## src/rtl/car_motion_controller.sv

```systemverilog
// car_motion_controller
// Per-car sequencer that sits upstream of the prioritizer. It accepts one target
// floor, moves the car one floor per TRAVEL_CYCLES, opens the door for
// DOOR_CYCLES, and then becomes ready again.
//
// Ports:
//   clk_i        system clock, rising edge
//   reset_i      synchronous, active-high reset
//   req_valid_i  target floor offered
//   req_floor_i  offered target floor
//   req_ready_o  controller can accept a target (high only in IDLE)
//   state_o      {floor[3:0], motion[1:0]}; 00 idle, 01 up, 10 down, 11 door open
//   floor_o      current floor
//   door_open_o  high while the door is open
//   arrived_o    one-cycle pulse on the cycle the door opens
//   req_err_o    one-cycle pulse after an out-of-range floor is accepted
//   door_hold_i  keeps the door open (only when CAR_DOOR_HOLD_EN is defined)
//
// Optional feature macro: CAR_DOOR_HOLD_EN

module car_motion_controller #(
    parameter int unsigned FLOORS        = 10,
    parameter int unsigned TRAVEL_CYCLES = 4,
    parameter int unsigned DOOR_CYCLES   = 8
) (
    input  logic       clk_i,
    input  logic       reset_i,
`ifdef CAR_DOOR_HOLD_EN
    input  logic       door_hold_i,
`endif
    input  logic       req_valid_i,
    input  logic [3:0] req_floor_i,
    output logic       req_ready_o,
    output logic [5:0] state_o,
    output logic [3:0] floor_o,
    output logic       door_open_o,
    output logic       arrived_o,
    output logic       req_err_o
);

    localparam int unsigned TMAX = (TRAVEL_CYCLES > DOOR_CYCLES) ? TRAVEL_CYCLES : DOOR_CYCLES;
    localparam int unsigned TW   = (TMAX > 1) ? $clog2(TMAX) : 1;
    localparam logic [TW-1:0] TRAVEL_LOAD = TW'(TRAVEL_CYCLES - 1);
    localparam logic [TW-1:0] DOOR_LOAD   = TW'(DOOR_CYCLES - 1);

    // Encoding doubles as the motion field of state_o.
    typedef enum logic [1:0] {
        IDLE = 2'b00,
        UP   = 2'b01,
        DOWN = 2'b10,
        DOOR = 2'b11
    } fsm_e;

    fsm_e            state_q;
    logic [3:0]      floor_q;
    logic [3:0]      target_q;
    logic [TW-1:0]   timer_q;
    logic            door_open_q;
    logic            arrived_q;
    logic            req_err_q;
    logic [3:0]      next_floor_c;
    logic            out_of_range_c;

    // Floor reached at the end of the current travel interval.
    assign next_floor_c   = (state_q == UP) ? floor_q + 4'd1 : floor_q - 4'd1;
    assign out_of_range_c = {1'b0, req_floor_i} >= 5'(FLOORS);

    // Sequencer: state, floor, target, timer and registered status pulses.
    always_ff @(posedge clk_i) begin
        if (reset_i) begin
            state_q     <= IDLE;
            floor_q     <= 4'd0;
            target_q    <= 4'd0;
            timer_q     <= '0;
            door_open_q <= 1'b0;
            arrived_q   <= 1'b0;
            req_err_q   <= 1'b0;
        end else begin
            arrived_q <= 1'b0;
            req_err_q <= 1'b0;
            case (state_q)
                IDLE: begin
                    if (req_valid_i) begin
                        if (out_of_range_c) begin
                            req_err_q <= 1'b1;
                        end else if (req_floor_i == floor_q) begin
                            target_q    <= req_floor_i;
                            state_q     <= DOOR;
                            timer_q     <= DOOR_LOAD;
                            door_open_q <= 1'b1;
                            arrived_q   <= 1'b1;
                        end else begin
                            target_q <= req_floor_i;
                            timer_q  <= TRAVEL_LOAD;
                            state_q  <= (req_floor_i > floor_q) ? UP : DOWN;
                        end
                    end
                end
                UP, DOWN: begin
                    if (timer_q == '0) begin
                        floor_q <= next_floor_c;
                        if (next_floor_c == target_q) begin
                            state_q     <= DOOR;
                            timer_q     <= DOOR_LOAD;
                            door_open_q <= 1'b1;
                            arrived_q   <= 1'b1;
                        end else begin
                            timer_q <= TRAVEL_LOAD;
                        end
                    end else begin
                        timer_q <= timer_q - TW'(1);
                    end
                end
                DOOR: begin
`ifdef CAR_DOOR_HOLD_EN
                    if (door_hold_i) begin
                        timer_q <= DOOR_LOAD;
                    end else
`endif
                    if (timer_q == '0) begin
                        state_q     <= IDLE;
                        door_open_q <= 1'b0;
                    end else begin
                        timer_q <= timer_q - TW'(1);
                    end
                end
                default: begin
                    state_q     <= IDLE;
                    door_open_q <= 1'b0;
                end
            endcase
        end
    end

    assign req_ready_o = (state_q == IDLE);
    assign state_o     = {floor_q, state_q};
    assign floor_o     = floor_q;
    assign door_open_o = door_open_q;
    assign arrived_o   = arrived_q;
    assign req_err_o   = req_err_q;

endmodule

```

## config.mk

```make
export PLATFORM = sky130hd
export DESIGN_NAME = car_motion_controller
export DESIGN_NICKNAME = d
export VERILOG_FILES = /design/src/rtl/car_motion_controller.sv
export SDC_FILE = /design/constraint.sdc
export NUM_CORES = 1
export LEC_CHECK = 0
export ABC_AREA = 1
export CORE_UTILIZATION = 55
export DETAILED_ROUTE_END_ITERATION = 12
export PLACE_DENSITY = 0.84
export SETUP_SLACK_MARGIN = 0.2
export SLEW_MARGIN = 15
export SYNTH_ARGS = -nofsm -noshare
export SYNTH_HDL_FRONTEND = slang
export SYNTH_SLANG_ARGS = --single-unit
```

## constraint.sdc

```tcl
create_clock -name clk_i -period 4 [get_ports clk_i]
set_clock_uncertainty 0.15 [all_clocks]
set_input_delay 0.6 -clock clk_i [delete_from_list [all_inputs] [get_ports clk_i]]
set_output_delay 0.6 -clock clk_i [all_outputs]
set_load 0.02 [all_outputs]
```

==> results.txt, run 1 <==
Outcome = finished, final reports clean
Initial core utilization = 0.615
Sw power = 0.562 mW
Synthesized area per cell = 7.10 µm²
HP Start = target_q[2]
Starting DRT DRC Count = 20
Final min period = 2450 ps
Pin count of the biggest net entering global routing = 12
Antenna Nets Post-Route = 0
H-tree depth = 1
Critical Path End Type = primary output
Top-count cell post-synth = nand2_1
Die ar. = 2200 µm²
CTS Buf Count = 3
First-pass GRT wire length = 3970 µm
# Max-Cap Violations = 0
Via count = 1045
Worst-path fanout max = 7
Worst path slowest cell = clkdlybuf4s50_1
Synth-to-Final Area Change = 20.5%
DRT Pass-1 Iters = 4
Synth Warn # = 0
Ys async rst share = 0
Highest Clock Rate = 407 MHz
Top Metal Used = met4
CP Launch Type = flop
Met3 wire len = 76 µm
DP Wirelength = 1930 µm
Setup violators final = 0
Register bit total from synthesis = 16
Seq/Total Area, Yosys = 0.289
Mapped Area = 1110 µm²
Required @ worst endpoint = 3250 ps
Fill cell count = 168
Post-CTS Resized = 0
Post-cts hold buffer count = 0
Vias in the first global route = 990
Dominant synthesized flop cell = dfxtp_1
GRT Resource Usage Total = 0.258
Clock slew at reported path FFs = 100 ps
Core ar. = 1800 µm²
Hold Path Sink = target_q[2]
Pwr Density = 839 nW/µm²
Synth top area cells = dfxtp_1 (29%), ha_1 (12%), nand2_1 (9.8%)
Fin. max-slew vios = 0
Post-synth EDFFs = 0
Port Buffers = 20
VDD IR max = 448 µV
Critical path cell sequence = inv_1 -> ha_1 -> clkdlybuf4s50_1
Die Width = 46.9 µm
Final #Nets = 195
Hold slack = 346 ps
Worst flop-to-flop path startpoint = state_q[1]
Number of clock sinks = 16
WL met1 = 1110 µm
Share of cells above drive strength 1 = 0.103
Met2 WL = 1150 µm
Final hold vios = 0
Top cell type's share of synthesized area = 0.289
R2r endpoint = door_open_o
Delay of the slowest cell on the worst path = 660 ps
Placed Cells = 196
Combinational Power Share = 0.672
Final period util = 0.614
Hold path depth = 2
DRC viols = 0
TNS Setup = 0 ps
Clock network power share = 0.099
Post-synth top cells = nand2_1 (29), inv_1 (24), dfxtp_1 (16)
CP arrival = 1700 ps
CTS tree = done
Cells after synthesis = 156
Drt total wl = 2400 µm
GP Congestion = 0.854
Finished Layout Cells = 200
Relative slew slack = 0.751
Syn_nets = 175
WS Path Type = reg -> out
Final WS setup = 1550 ps
I/O pin cnt = 21
Distinct cell type count after synthesis = 24
Sw Share = 0.502
Pre-CTS setup slack = 1610 ps
CTS Buffer Depth = 2
R2r setup slk = 1640 ps
Row count = 15
Setup repair after global routing missed its margin = no
Total grt overflow = 0
Worst skew pair latency = 290 ps
Post-layout power = 1.12 mW
Reg power frac = 0.229
Area leader, netlist = dfxtp_1
Int Power = 0.557 mW
Placed cell areas = 1300 µm²
Design Area, Final = 1330 µm²
Worst path top cell family by delay = buffers and inverters
Initial antenna violation count = 0
Die H = 46.9 µm
P_leak = 0.616 nW
Least-Margin Pin Slew = 370 ps
Inserted Diodes = 0
Buf/Inv on CP = 2
Post CTS Setup Buffer Count = 0
WL/cell = 12.0 µm
HP Class = reg -> reg
Stages on worst setup path = 3
Final Core Density = 0.740
Via density per instance = 5.23
R2R cell count = 12
Root buffer cell = clkbuf_4
-- layout make-up --
cell class,count,area (µm²),area share
multi-input cells,106,637,0.477
well taps,25,31.3,0.0235
clock buffers,4,36.3,0.0272
repair buffers,20,200,0.150
inverters,29,109,0.0816
flip-flops and latches,16,320,0.240
-- routing by layer --
layer,track usage,vias to the layer above
met4,0.143,0
met5,0,-
met3,0.0423,9
li1,-,533
met2,0.456,29
met1,0.294,474
-- tightest hold or removal path, stage by stage, from the launching register on --
cell	delay, ps
dfxtp_1	340
inv_1	70
a21oi_1	50
-- logic make-up (layout without fill, tap and decap cells) --
| kind of cell | after synthesis | count (layout) | synth area share |
|---|---|---|---|
| AND/OR/NAND/NOR | 60 | 60 | 0.252 |
| flip-flops | 16 | 16 | 0.289 |
| XOR/XNOR | 2 | 2 | 0.0158 |
| AO/OA/AOI/OAI | 32 | 32 | 0.165 |
| buffers and inverters | 34 | 53 | 0.136 |
| adder cells (fa/ha/maj) | 12 | 12 | 0.142 |
-- power by group through the flow --
stage	sequential, mW	clock (mW)	combinational, mW
global placement	0.255	0	0.720
finish	0.256	0.111	0.752
floorplan	0.286	0	0.527
detailed placement	0.260	0	0.744
global route	0.263	0.121	0.841
CTS	0.257	0.111	0.751
-- layout by cell type, fill, tap and decap left out, drive strengths merged --
cell type / n
o21ai: 13
nor2: 16
clkdlybuf4s50: 20
ha: 11
a211oi: 4
fa: 1
a21oi: 14
nor3: 1
dfxtp: 16
xor2: 2
nand2: 33
o22ai: 1
or2: 1
clkbuf: 4
inv: 28
nand3: 8
nand4: 1
clkinv: 1
-- registers in the layout, summed over array words and instances, names as in the netlist --
register	count
floor_o	4
target_q	4
timer_q	3
state_q	2
arrived_o	1
door_open_o	1
req_err_o	1
-- worst max path at each step --
stage | from | end | slack (ps)
after floorplan | state_q[1] | door_open_o | 1770
after global placement | req_floor_i[1] | state_q[1] | 1660
after detailed placement | req_floor_i[1] | state_q[1] | 1610
after CTS | state_q[1] | req_ready_o | 1550
after global routing | state_q[1] | req_ready_o | 1440
final | state_q[1] | req_ready_o | 1550
Power figures use the tool's default switching activity.
==> inputs of run 2 (changes only) <==
--- a/config.mk
+++ b/config.mk
@@ -6,9 +6,9 @@
 export NUM_CORES = 1
 export LEC_CHECK = 0
 export ABC_AREA = 1
-export CORE_UTILIZATION = 55
+export CORE_UTILIZATION = 46
 export DETAILED_ROUTE_END_ITERATION = 12
-export PLACE_DENSITY = 0.84
+export PLACE_DENSITY = 0.75
 export SETUP_SLACK_MARGIN = 0.2
 export SLEW_MARGIN = 15
 export SYNTH_ARGS = -nofsm -noshare
==> constraint.sdc (replaced) <==
create_clock -name clk_i -period 2.09 [get_ports clk_i]
set_clock_uncertainty 0.15 [all_clocks]
set_input_delay 0.3135 -clock clk_i [delete_from_list [all_inputs] [get_ports clk_i]]
set_output_delay 0.3135 -clock clk_i [all_outputs]
set_load 0.02 [all_outputs]
==> run 2 against run 1 <==
Effect of this change:
- the flow now finishes with violations (setup timing)
- clock power increased by 90%
- largest power group unchanged
- sequential share of layout area decreased by 1.8 points
- cell area increased by 10%
- sequential cell count unchanged
==> results.txt, run 2 (synthesis results as in run 1) <==
Outcome = finished with violations
Failing checks = setup timing
Inserted Diodes = 0
Number of clock sinks = 16
First-pass GRT wire length = 4140 µm
HP Start = target_q[2]
Die ar. = 2610 µm²
Required @ worst endpoint = 2140 ps
Worst path slowest cell = fa_1
Clock slew at reported path FFs = 100 ps
Share of cells above drive strength 1 = 0.212
P_leak = 0.717 nW
Starting DRT DRC Count = 23
I/O pin cnt = 21
CP arrival = 2170 ps
HP Class = reg -> reg
Worst skew pair latency = 290 ps
DRT Pass-1 Iters = 4
Final #Nets = 204
Critical path cell sequence = inv_4 -> ha_4 -> fa_1 -> xor2_1 -> nand2_1 -> nor2_4 -> nand3_2 -> nand2_4 -> nand3_2 -> nor2_1 -> nor2_1
TNS Setup = -39.2 ps
Fin. max-slew vios = 0
CTS Buffer Depth = 2
Setup violators final = 2
Final period util = 1.02
CTS Buf Count = 3
Footprint of the multi-input gates = 682 µm²
Die Width = 51.1 µm
DP Wirelength = 1910 µm
Hold path depth = 2
Core ar. = 2230 µm²
Synth-to-Final Area Change = 32.5%
Port Buffers = 20
CTS tree = done
Relative slew slack = 0.751
Antenna Nets Post-Route = 0
R2R cell count = 11
Pin count of the biggest net entering global routing = 12
Drt total wl = 2480 µm
WS Path Type = reg -> reg
Final WS setup = -32.1 ps
Delay of the slowest cell on the worst path = 530 ps
Die H = 51.1 µm
Row count = 17
Worst flop-to-flop path startpoint = state_q[1]
DRC viols = 0
Least-Margin Pin Slew = 370 ps
Critical Path End Type = flop
Initial core utilization = 0.496
Final min period = 2120 ps
Most frequent cells in the layout = nand2_1 (28), inv_1 (22), clkdlybuf4s50_1 (16)
Highest Clock Rate = 471 MHz
Sequential cell area = 327 µm²
Setup repair after global routing missed its margin = yes
Fill cell count = 204
GRT Resource Usage Total = 0.215
VDD IR max = 882 µV
GP Congestion = 0.867
# Max-Cap Violations = 0
Post-layout power = 2.29 mW
WL/cell = 11.7 µm
Via density per instance = 5.00
CP Launch Type = flop
Root buffer cell = clkbuf_4
H-tree depth = 1
Final hold vios = 0
Initial antenna violation count = 0
Critical path launch point = state_q[1]
Post-cts hold buffer count = 0
Vias in the first global route = 996
Final Core Density = 0.657
Total grt overflow = 0
Most common cell after layout, fill and taps aside = nand2_1
Via count = 1060
Worst-path fanout max = 4
Pwr Density = 1560 nW/µm²
-- run 2: cell types whose count changed in the layout (fill, tap and decap cells not counted), moves of 2 or more --
cell             change
buf_4                +9
clkdlybuf4s50_1      -4
dfxtp_1              -3
dfxtp_2              +2
dlymetal6s2s_1       +3
ha_1                 -3
ha_4                 +2
inv_1                -2
-- run 2: metrics by stage --
stage | cell area [µm²] | cells | worst slack (ps) | hold slack [ps]
after floorplan | 1130 | 156 | 63.7 | 233
after global placement | 1370 | 205 | -29.4 | 311
after detailed placement | 1370 | 205 | -51.7 | 329
after CTS | 1460 | 212 | -48.8 | 345
after global routing | 1470 | 212 | -172 | 385
final | 1470 | 212 | -32.1 | 343
-- run 2: power breakdown --
| part | switching (mW) | internal [mW] | total (mW) |
|---|---|---|---|
| Clock | 0.104 | 0.106 | 0.211 |
| Sequential | 0.0739 | 0.407 | 0.481 |
| Combinational | 0.943 | 0.659 | 1.60 |
-- run 2: worst paths after layout --
kind            endpoint  slack, ps
max          door_open_o        -30
min          target_q[2]        340
max reg2reg  door_open_o        -30
min reg2reg  target_q[2]        340
-- run 2: final cells by class --
class / count / share of cell area
clock buffers: 4 / 0.0247
inverters: 29 / 0.0759
multi-input cells: 106 / 0.465
flip-flops and latches: 16 / 0.223
well taps: 28 / 0.0239
repair buffers: 29 / 0.188
-- run 2: per-layer routing --
layer / GRT usage / wire length (µm) / vias to the layer above
met4: 0.0833 / 39 / 0
met2: 0.357 / 1200 / 15
met1: 0.279 / 1180 / 488
met3: 0.0268 / 61 / 5
li1: - / - / 552
met5: 0 / 0 / -
-- run 2: worst max-delay path: cells and delay by family, from the launching register on --
kind	cells	cell delay, ps
xor+xnor	1	140
fa+ha+maj	2	690
buf+inv	1	40
simple gates	7	640
flops	1	370
-- run 2: what timing repair did --
| item | 4_1_cts | 5_1_grt |
|---|---|---|
| setup buffers | 3 | 0 |
| pin swaps | 5 | 2 |
| hold endpoints to repair | 0 | 0 |
| setup endpoints to repair | 6 | 12 |
| cloned | 0 | 0 |
| gates resized for setup | 9 | 4 |
==> inputs of run 3 (changes only) <==
--- a/config.mk
+++ b/config.mk
@@ -9,8 +9,9 @@
 export CORE_UTILIZATION = 46
 export DETAILED_ROUTE_END_ITERATION = 12
 export PLACE_DENSITY = 0.75
+export RECOVER_POWER = 100
 export SETUP_SLACK_MARGIN = 0.2
-export SLEW_MARGIN = 15
+export SLEW_MARGIN = 0
 export SYNTH_ARGS = -nofsm -noshare
 export SYNTH_HDL_FRONTEND = slang
 export SYNTH_SLANG_ARGS = --single-unit
==> run 3 against run 2 <==
Effect of this change:
- the run still ends with setup timing left
- register-to-register slack about the same
- via count unchanged
- clock-buffer cell count unchanged
- die area unchanged
- sequential cell count unchanged
==> results.txt, run 3 (synthesis results as in run 1) <==
Synth-to-Final Area Change = 30.2%
CTS Buffer Depth = 2
Initial antenna violation count = 0
Least-Margin Pin Slew = 371 ps
Via density per instance = 5.00
Worst-path fanout max = 4
Die ar. = 2610 µm²
Inserted Diodes = 0
Sw power = 1.12 mW
Die Width = 51.1 µm
DP Wirelength = 1910 µm
CP Launch Type = flop
H-tree depth = 1
HP Class = reg -> reg
CP arrival = 2170 ps
Vias in the first global route = 996
Pre-CTS setup slack = -51.7 ps
Highest Clock Rate = 471 MHz
Most common cell after layout, fill and taps aside = nand2_1
GRT Resource Usage Total = 0.215
Outcome = finished with violations
I/O pin cnt = 21
Pwr Density = 1570 nW/µm²
Post-layout power = 2.27 mW
Fill cell count = 213
Final hold vios = 0
Worst flop-to-flop path startpoint = state_q[1]
Total grt overflow = 0
Hold slack = 343 ps
Critical path launch point = state_q[1]
DRC viols = 0
P_leak = 0.668 nW
Setup repair after global routing missed its margin = yes
Share of cells above drive strength 1 = 0.207
VDD IR max = 880 µV
Pin count of the biggest net entering global routing = 12
CTS tree = done
Drt total wl = 2490 µm
Setup violators final = 2
Sequential cell area = 327 µm²
Initial core utilization = 0.496
Row count = 17
Final period util = 1.02
Final WS setup = -32.9 ps
HP Start = target_q[2]
# Max-Cap Violations = 0
CTS Buf Count = 3
GP Congestion = 0.867
Reg power frac = 0.212
Combinational Power Share = 0.695
Required @ worst endpoint = 2140 ps
Final min period = 2120 ps
Clock network power share = 0.093
Sw Share = 0.495
Starting DRT DRC Count = 23
WL/cell = 11.7 µm
Port Buffers = 20
Number of clock sinks = 16
Critical path cell sequence = inv_4 -> ha_4 -> fa_1 -> xor2_1 -> nand2_1 -> nor2_4 -> nand3_2 -> nand2_4 -> nand3_2 -> nor2_1 -> nor2_1
Worst path slowest cell = fa_1
Most frequent cells in the layout = nand2_1 (28), inv_1 (23), nor2_1 (15)
Final #Nets = 204
Root buffer cell = clkbuf_4
Core ar. = 2230 µm²
DRT Pass-1 Iters = 4
Int Power = 1.15 mW
Footprint of the multi-input gates = 682 µm²
First-pass GRT wire length = 4140 µm
Via count = 1060
Fin. max-slew vios = 0
Worst skew pair latency = 290 ps
Antenna Nets Post-Route = 0
Die H = 51.1 µm
Relative slew slack = 0.751
WS Path Type = reg -> reg
Failing checks = setup timing
Critical Path End Type = flop
Clock slew at reported path FFs = 100 ps
Delay of the slowest cell on the worst path = 530 ps
[run 3: cell types whose count changed in the layout (fill, tap and decap cells not counted)]
cell / change
inv_2: -1
o21ai_0: +1
clkbuf_1: +3
o21ai_1: -1
inv_1: +1
clkdlybuf4s50_1: -2
dlymetal6s2s_1: -3
dlygate4sd3_1: +2
[run 3: timing repair]
item / 4_1_cts / 5_1_grt
pin swaps: 5 / 2
endpoints found under the hold margin: 0 / 0
setup endpoints to repair: 6 / 12
hold buffers: 0 / 0
gates resized for setup: 9 / 4
setup buffers: 3 / 0
[run 3: stage by stage]
stage,instance area (µm²),std cells,util,setup TNS (ps)
2_1_floorplan,1130,156,-,0
3_3_place_gp,1370,205,0.612,-29.4
3_5_place_dp,1370,205,0.612,-140
4_1_cts,1460,212,0.653,-123
5_1_grt,1440,212,0.645,-598
6_report,1440,212,0.645,-41.2
[run 3: layout make-up]
cell class              count  area share
repair buffers             29       0.174
multi-input cells         106       0.473
flip-flops and latches     16       0.227
inverters                  29      0.0773
well taps                  28      0.0243
clock buffers               4      0.0252
[run 3: power by group through the flow]
stage                     Clock (mW)  Combinational (mW)  Sequential [mW]
after CTS                      0.216                1.59            0.482
after global placement             0                1.45            0.483
after floorplan                    0                1.02            0.561
after global routing           0.228                1.76            0.496
after detailed placement           0                1.48            0.485
final                          0.211                1.58            0.482
[run 3: path summary, 6_finish.rpt]
kind | to | slack (ps) | depth (start not counted)
worst max-delay path | door_open_o | -30 | 11
worst min-delay path | target_q[2] | 340 | 2
worst max register to register | door_open_o | -30 | 11
worst min register to register | target_q[2] | 340 | 2
[run 3: worst max-delay path: cells and delay by family, from the launching register on]
| kind | cells | cell delay, ps |
|---|---|---|
| xor gates and xnor gates | 1 | 140 |
| adders and majority gates | 2 | 700 |
| buffers and inverters | 1 | 40 |
| DFF | 1 | 370 |
| and+or+nand+nor | 7 | 640 |
[run 3: per-layer routing]
| metal | GRT usage | wire (µm) | up-vias |
|---|---|---|---|
| met5 | 0 | 0 | - |
| met4 | 0.0833 | 39 | 0 |
| met3 | 0.0268 | 64 | 5 |
| met2 | 0.357 | 1200 | 15 |
| met1 | 0.279 | 1180 | 487 |
| li1 | - | - | 553 |
==> patch, RTL diff (flow settings as in run 1) <==
Build with the macro `CAR_DOOR_HOLD_EN` defined.
--- a/src/rtl/car_motion_controller.sv
+++ b/src/rtl/car_motion_controller.sv
@@ -18,4 +18,6 @@
 //
 // Optional feature macro: CAR_DOOR_HOLD_EN
+
+`define CAR_DOOR_HOLD_EN
 
 module car_motion_controller #(
Ports: changed (added door_hold_i); port bits go from 21 to 22. The function was not compared with the original's and may differ.
==> patch against run 1 <==
Combinational power grew 6.4%. Routed wire length up 5.2%. Sequential cell count is the same. Synthesized area rose by 5.3%. Utilization down 3.1 points. Global-route usage is 0.87 points higher. Count of clock-buffer cells in the layout stayed put. Setup slack worse by 0.16 ns. Power is 5.2% higher. Final area is 5.4% higher. Final cell count increased by 1.5%. Sequential share of layout area shrank 1.2 points. Largest cell class unchanged. Largest power group unchanged. Highest routed layer unchanged.
==> patch: results (changes against run 1) <==
<table>
<tr><th>Metric</th><th>Value</th></tr>
<tr><th colspan="2">Run status</th></tr>
<tr><td>Status</td><td>complete, no violations (unchanged)</td></tr>
<tr><th colspan="2">Worst hold path</th></tr>
<tr><td>Worst hold path endpoint</td><td>target_q[3] (was target_q[2])</td></tr>
<tr><td>Hold wc startpoint</td><td>target_q[3] (was target_q[2])</td></tr>
<tr><th colspan="2">Critical path</th></tr>
<tr><td>First element of the critical path</td><td>state_q[0] (was state_q[1])</td></tr>
<tr><td>Top fanout value on the critical path</td><td>9 (was 7)</td></tr>
<tr><td>CP peak stage delay</td><td>0.69 ns (was 0.66 ns)</td></tr>
<tr><td>Data arrival time of the worst path</td><td>1.86 ns (was 1.70 ns)</td></tr>
<tr><th colspan="2">Global routing</th></tr>
<tr><td>Overall fraction of global-route tracks in use</td><td>26.68% (was 25.81%)</td></tr>
<tr><td>Via count of the first global-routing pass</td><td>1,046 (was 990)</td></tr>
<tr><th colspan="2">Drt</th></tr>
<tr><td>DR top layer</td><td>met4 (unchanged)</td></tr>
<tr><td>First drt pass iteration count</td><td>4 (unchanged)</td></tr>
<tr><td>Routed wire length per instance</td><td>12.46 um (was 12.02 um)</td></tr>
<tr><td>Avg Vias per Cell</td><td>5.340 (was 5.225)</td></tr>
<tr><td>Routed met2 length</td><td>1254 um (was 1154 um)</td></tr>
<tr><td>Met3 WL post-DR</td><td>138 um (was 76 um)</td></tr>
<tr><td>Wire length on met1</td><td>1076 um (was 1109 um)</td></tr>
<tr><td>Drt first-iter violations</td><td>33 (was 20)</td></tr>
<tr><th colspan="2">Clock network</th></tr>
<tr><td>Post-CTS sizing</td><td>0 (unchanged)</td></tr>
<tr><th colspan="2">Place</th></tr>
<tr><td>Setup slack at placement</td><td>1.623 ns (was 1.611 ns)</td></tr>
<tr><td>Final weighted congestion in routability-driven placement</td><td>0.8625 (was 0.8539)</td></tr>
<tr><td>Count of buffers from port buffering</td><td>21 (was 20)</td></tr>
<tr><th colspan="2">Synthesis</th></tr>
<tr><td>Synth cell count leaders</td><td>nand2_1, inv_1, dfxtp_1 (unchanged)</td></tr>
<tr><td>Number of unique standard cell types used by synthesis</td><td>33 (was 24)</td></tr>
<tr><td>Sequential share of the synthesized area</td><td>27.47% (was 28.93%)</td></tr>
<tr><th colspan="2">STA</th></tr>
<tr><td>Least-Margin Pin Slew</td><td>0.4264 ns (was 0.3703 ns)</td></tr>
<tr><td>Post-layout worst setup margin</td><td>1.388 ns (was 1.546 ns)</td></tr>
<tr><th colspan="2">Cells and area</th></tr>
<tr><td>Fraction of layout instances using a drive strength above 1</td><td>14.20% (was 10.29%)</td></tr>
<tr><td>Fill cell instance count of the final layout</td><td>170 (was 168)</td></tr>
<tr><td>Final-stage net count</td><td>197 (was 195)</td></tr>
<tr><th colspan="2">Power and ir drop</th></tr>
<tr><td>Leakage dissipation</td><td>0.6463 nW (was 0.6164 nW)</td></tr>
<tr><td>Peak supply drop</td><td>0.5159 mV (was 0.4477 mV)</td></tr>
</table>
==> patch: cell count changes in the layout (fill, tap and decap cells not counted), sizes merged, moves of 2 or more <==
cell / delta
a211oi: -4
a21oi: -3
nand2: +3
nor2: -4
o22ai: +2
==> patch: through the flow <==
| stage | hold WS (ns) | std cells | util, % | instance area, um2 |
|---|---|---|---|---|
| 2_1_floorplan | 0.3178 | 157 | - | 1166 |
| 4_1_cts | 0.3691 | 203 | 70.96 | 1406 |
| 5_1_grt | 0.3956 | 203 | 70.96 | 1406 |
| 3_5_place_dp | 0.3568 | 199 | 69.13 | 1370 |
| 6_report | 0.3700 | 203 | 70.96 | 1406 |
| 3_3_place_gp | 0.3420 | 199 | 69.13 | 1370 |
==> patch: routing by layer <==
metal	up-vias	global-route usage, %
met3	10	6.792
met2	40	45.68
met4	0	13.33
li1	542	-
met1	492	30.54
met5	-	0
==> patch: cells by family (layout without fill, tap and decap cells) <==
logic type	Yosys count	after routing	share of synthesized area, %
fa+ha+maj	12	12	13.52
compound gates	31	31	16.74
simple gates	62	62	27.90
flops	16	16	27.47
xor+xnor	3	3	2.254
buf+inv	33	52	12.12
==> patch: layout make-up <==
| class | instances | area [um2] | area share [%] |
|---|---|---|---|
| Multi-Input combinational cell | 108 | 704.4 | 50.09 |
| Sequential cell | 16 | 320.3 | 22.78 |
| Timing Repair Buffer | 21 | 210.2 | 14.95 |
| Inverter | 27 | 101.3 | 7.206 |
| Clock buffer | 4 | 36.28 | 2.580 |
| Tap cell | 27 | 33.78 | 2.402 |
==> patch: power breakdown <==
group / total (mW) / switching (mW) / internal [mW] / leakage, nW
Sequential: 0.267 / 0.0541 / 0.213 / 0.132
Clock: 0.110 / 0.0550 / 0.0554 / 0.0210
Combinational: 0.800 / 0.483 / 0.316 / 0.494
